===== config.mk =====
export PLATFORM = sky130hd
export DESIGN_NAME = gc_dispatcher
export DESIGN_NICKNAME = d
export VERILOG_FILES = /design/src/rtl/gc_dispatcher_pkg.sv /design/src/rtl/gc_prefix_count.sv /design/src/rtl/gc_dispatcher.sv
export SDC_FILE = /design/constraint.sdc
export NUM_CORES = 1
export LEC_CHECK = 0
export CAP_MARGIN = 10
export CORE_MARGIN = 3
export CORE_UTILIZATION = 50
export CTS_CLUSTER_DIAMETER = 30
export DETAILED_ROUTE_END_ITERATION = 8
export PLACE_DENSITY_LB_ADDON = 0.3
export SYNTH_ARGS = -nofsm -noshare
export SYNTH_HDL_FRONTEND = slang
export SYNTH_SLANG_ARGS = --single-unit

===== constraint.sdc =====
create_clock -name clk -period 14.2 [get_ports clk]
set_clock_uncertainty 0.2 [all_clocks]
set_input_delay 2.13 -clock clk [delete_from_list [all_inputs] [get_ports clk]]
set_output_delay 2.13 -clock clk [all_outputs]
set_load 0.05 [all_outputs]

===== src/rtl/gc_dispatcher_pkg.sv =====
// gc_dispatcher_pkg: shared widths, dispatcher state type and loop-bound test.
package gc_dispatcher_pkg;
  localparam int N_CORE = 4;
  localparam int GC_WIDTH = 32;
  localparam int GD_WIDTH = 32;
  localparam int PL_W = 128;
  typedef enum logic [1:0] {IDLE, RUN, EXH} dispatch_state_t;
  // Callers sign-extend into PL_W so one function serves any configured width.
  function automatic logic past_limit(input logic signed [PL_W-1:0] v,
                                      input logic signed [PL_W-1:0] limit,
                                      input logic gd_neg);
    return gd_neg ? (v <= limit) : (v >= limit);
  endfunction
endpackage


===== src/rtl/gc_prefix_count.sv =====
// gc_prefix_count: exclusive prefix popcount of a request vector plus its total.
module gc_prefix_count #(
  parameter int N = 4,
  parameter int CW = 3
) (
  input  logic [N-1:0]         req,
  output logic [N-1:0][CW-1:0] k,
  output logic [CW-1:0]        n
);
  logic [CW-1:0] acc;
  always_comb begin
    acc = '0;
    k = '0;
    for (int i = 0; i < N; i++) begin
      k[i] = acc;
      acc = acc + CW'(req[i]);
    end
    n = acc;
  end
endmodule


===== src/rtl/gc_dispatcher.sv =====
// gc_dispatcher: hands each requesting core a unique loop index gc + k*gd after a fork.
module gc_dispatcher #(
  parameter int N_CORE = gc_dispatcher_pkg::N_CORE,
  parameter int GC_WIDTH = gc_dispatcher_pkg::GC_WIDTH,
  parameter int GD_WIDTH = gc_dispatcher_pkg::GD_WIDTH
) (
  input  logic                             clk,
  input  logic                             reset,
  input  logic                             fork_valid,
  input  logic [GC_WIDTH-1:0]              fork_gc,
  input  logic [GD_WIDTH-1:0]              fork_gd,
  input  logic [GC_WIDTH-1:0]              fork_limit,
  input  logic [N_CORE-1:0]                req_valid,
  output logic [N_CORE-1:0]                req_ready,
  output logic [N_CORE-1:0][GC_WIDTH-1:0]  gc_out,
  output logic [N_CORE-1:0]                exhausted,
  output logic                             running,
  output logic                             all_done
);
  import gc_dispatcher_pkg::*;
  localparam int CW = $clog2(N_CORE + 1);
  localparam int EXT = GC_WIDTH + GD_WIDTH + CW + 1;
  dispatch_state_t state, state_nxt;
  logic [GC_WIDTH-1:0] gc, gc_nxt, limit;
  logic [GD_WIDTH-1:0] gd;
  logic [N_CORE-1:0] done_mask;
  logic [N_CORE-1:0][CW-1:0] k;
  logic [CW-1:0] n;
  logic signed [EXT-1:0] gc_x, gd_x, lim_x, nxt_x, fgc_x, flim_x;
  logic signed [EXT-1:0] v [N_CORE];
  gc_prefix_count #(.N(N_CORE), .CW(CW)) u_pc (.req(req_valid), .k(k), .n(n));
  assign gc_x = EXT'($signed(gc));
  assign gd_x = EXT'($signed(gd));
  assign lim_x = EXT'($signed(limit));
  assign fgc_x = EXT'($signed(fork_gc));
  assign flim_x = EXT'($signed(fork_limit));
  assign nxt_x = gc_x + $signed(EXT'(n)) * gd_x;
  assign running = state == RUN;
  assign all_done = state == EXH && &done_mask;
  always_comb begin
    req_ready = (state != IDLE && !fork_valid) ? '1 : '0;
    for (int i = 0; i < N_CORE; i++) begin
      v[i] = gc_x + $signed(EXT'(k[i])) * gd_x;
      gc_out[i] = state == EXH ? gc : state == RUN ? v[i][GC_WIDTH-1:0] : '0;
      exhausted[i] = req_valid[i] && req_ready[i] &&
                     (state == EXH || past_limit(PL_W'(v[i]), PL_W'(lim_x), gd[GD_WIDTH-1]));
    end
    // Entering EXH keeps the truncated next gc; EXH itself freezes it.
    state_nxt = fork_valid ? (past_limit(PL_W'(fgc_x), PL_W'(flim_x), fork_gd[GD_WIDTH-1]) ? EXH : RUN)
              : state == RUN ? (past_limit(PL_W'(nxt_x), PL_W'(lim_x), gd[GD_WIDTH-1]) ? EXH : RUN)
              : state;
    gc_nxt = fork_valid ? fork_gc : state == RUN ? nxt_x[GC_WIDTH-1:0] : gc;
  end
  always_ff @(posedge clk) begin
    if (reset) begin
      state <= IDLE;
      gc <= '0;
      gd <= '0;
      limit <= '0;
      done_mask <= '0;
    end else begin
      state <= state_nxt;
      gc <= gc_nxt;
      gd <= fork_valid ? fork_gd : gd;
      limit <= fork_valid ? fork_limit : limit;
      done_mask <= fork_valid ? '0 : done_mask | exhausted;
    end
  end
endmodule


==> impl_metrics.py <==
metrics = {
    "hold_path": {
        "hold_start": "done_mask[1]",
        "hold_path_class": "reg2reg",
    },
    "drt": {
        "wl_per_cell_um": 20.09,
        "drtAntennaViolNets": 0,
        "drc": 0,
        "drt_iter0_drc": 1806,
        "viasPerCell": 5.832,
        "drt_wl_total_mm": 81.80,
        "first_pass_iters": 6,
        "vias": 23740,
    },
    "yosys": {
        "synth_fp_nets": 3994,
        "netlist_area_um2": 25340,
        "synth_top_flop_cell": "dfxtp_1",
        "async_reset_ff_frac": 0,
        "synth_warnings": 0,
        "synth_edf_count": 0,
        "synth_cells": 3231,
        "yosysSeqAreaShare": 0.08057,
        "ys_ff_latch": 102,
        "synth_cell_types": 86,
        "syn_avg_cell_area_um2": 7.844,
    },
    "sta": {
        "fin_crit_sh": 0.9120,
        "fin_crit_ps": 12950,
        "finalHoldViolCount": 0,
        "max_slew.worst_pin.slew_ps": 1058,
        "worst_slew_margin_rel": 0.2946,
        "setup_viol": 0,
        "setup_tns_ps": 0,
        "drv_slew": 0,
        "fmax_mhz": 77.22,
        "rsz0062_at_grt": "false",
    },
    "floorplan": {
        "design.die.area_um2": 53420,
        "core_area_um2": 49460,
        "die-width_um": 231.1,
        "die_h_um": 231.1,
        "start_util": 0.5124,
        "rows": 81,
        "io_pins": 241,
    },
    "clocking": {
        "post_cts_buffers": 0,
        "root_buffer": "clkbuf_16",
        "cts.clk_slew.worst_paths_ps": 70,
        "cts_buffers": 9,
        "cts_tree": "built",
        "htreeDepth": 3,
        "insertion_delay_ps": 410,
        "cts_hold_buf": 0,
        "clockBufferDepth": 2,
        "cts_resized": 0,
        "clock-sinks": 102,
    },
    "power": {
        "switching_share": 0.5275,
        "intPower_mw": 1.010,
        "pwr_density_cell_nw_per_um2": 74.56,
        "seq_power_share": 0.161,
        "peakVddDrop_mv": 0.06413,
        "clkPwrFrac": 0.140,
        "leakage_nw": 14.79,
        "power_switching_mw": 1.128,
        "p_total_mw": 2.138,
        "p_comb_frac": 0.699,
    },
    "worst_setup_path": {
        "max_stage_delay_ps": 850,
        "cp.required_ps": 11870,
        "regToRegStartpoint": "gd[22]",
        "crit_path_max_fanout": 33,
        "cp_slowest_cell": "ha_1",
        "setup.worst_path.start": "req_valid[1]",
        "cp-end-kind": "output port",
        "cp_common_cell": "ha_1",
        "cp.arrival_ps": 10620,
        "startpoint_type": "input port",
        "path_class": "in2out",
    },
    "cells_and_area": {
        "register_area_um2": 2042,
        "multi_input_area_um2": 20980,
        "area_delta_synth_final_pct": 13.17,
        "nFillCells": 4670,
        "final_cell_area_um2": 28680,
        "mostFrequentLayoutCells": "inv_1, ha_1, clkdlybuf4s50_1",
        "nets": 4164,
        "layout_commonest_cell": "inv_1",
        "drive_above_1_share": 0.02349,
        "final_cells": 4071,
    },
    "place": {
        "io_buffers": 240,
        "routabilityCongestion": 0.9816,
        "placed_area_um2": 28370,
        "dp_hpwl_mm": 67.06,
        "dp.cells": 4054,
    },
    "global_route": {
        "grt_usage": 0.3017,
        "grt_max_degree": 93,
        "grt_pass1_wl_mm": 125.8,
        "grt_pass1_vias": 22110,
        "antenna_found_initial": 3,
        "grt-ovfl-total": 0,
    },
    "run_status": {
        "status": "completed",
    },
    "job": {
        "maxCapViolCount": 0,
    },
}
## power groups by stage
stage	Sequential [mW]	Combinational, mW	Clock (mW)
floorplan	0.332	1.04	0
global placement	0.350	1.45	0
detailed placement	0.350	1.47	0
CTS	0.344	1.48	0.306
global route	0.347	1.63	0.312
finish	0.344	1.49	0.300
## metal layers
metal | global-route usage | share of wire
met5 | 0 | 0.00032
met2 | 0.5174 | 0.47
met1 | 0.3797 | 0.41
met3 | 0.03749 | 0.068
met4 | 0.1354 | 0.049
## stage by stage
stage | setup slack [ps] | hold slack [ps] | util
5_1_grt | 659.4 | 290.4 | 0.5799
3_3_place_gp | 1471 | 260.0 | 0.5736
4_1_cts | 1262 | 282.7 | 0.5799
2_1_floorplan | 2859 | 241.3 | -
6_report | 1250 | 284.9 | 0.5799
3_5_place_dp | 1286 | 265.2 | 0.5736
## synth_stat cells (70+ instances only)
cell	instances	area share
nand2_1	179	0.027
inv_1	515	0.076
mux2i_1	70	0.028
fa_1	167	0.13
a21oi_1	227	0.045
nor2_1	174	0.026
nor2b_1	84	0.021
xnor2_1	90	0.031
o21ai_0	140	0.028
ha_1	493	0.24
dfxtp_1	102	0.081
a21o_1	140	0.041
and2_1	224	0.055
clkbuf_1	90	0.013
## registers in the layout (all words and copies together), names as in the netlist
signal	count
limit	32
gc	32
done_mask	4
gd	32
state	2
## final cells by class
| cell class | count | share of cell area |
|---|---|---|
| Inverter | 516 | 0.06762 |
| Antenna cell | 1 | 0.00008725 |
| Timing Repair Buffer | 262 | 0.08969 |
| Tap cell | 664 | 0.02897 |
| Multi-Input combinational cell | 2510 | 0.7316 |
| Sequential cell | 102 | 0.07119 |
| Clock inverter | 6 | 0.002530 |
| Clock buffer | 10 | 0.008332 |
## worst max-delay path: cells and delay by family
| family | cells | cell delay (ps) |
|---|---|---|
| buf+inv | 5 | 1150 |
| compound gates | 9 | 2550 |
| mux | 1 | 150 |
| simple gates | 6 | 1280 |
| fa+ha+maj | 8 | 3370 |
## worst paths after layout
kind,end,slack [ps],depth (start not counted)
max,exhausted[3],1250,29
min,done_mask[1],280,1
min reg2reg,done_mask[1],280,1
max reg2reg,state[1],6300,24
## logic make-up after synthesis
group                      after synthesis  share of synthesized area
and+or+nand+nor                        900                     0.1861
AOI/OAI and AO/OA                      754                     0.1947
adders and majority gates              660                     0.3753
buffers and inverters                  619                    0.09217
xor gates and xnor gates               126                    0.04354
DFF                                    102                    0.08057
muxes                                   70                    0.02765
No activity file was read; power rests on OpenSTA's default activity.
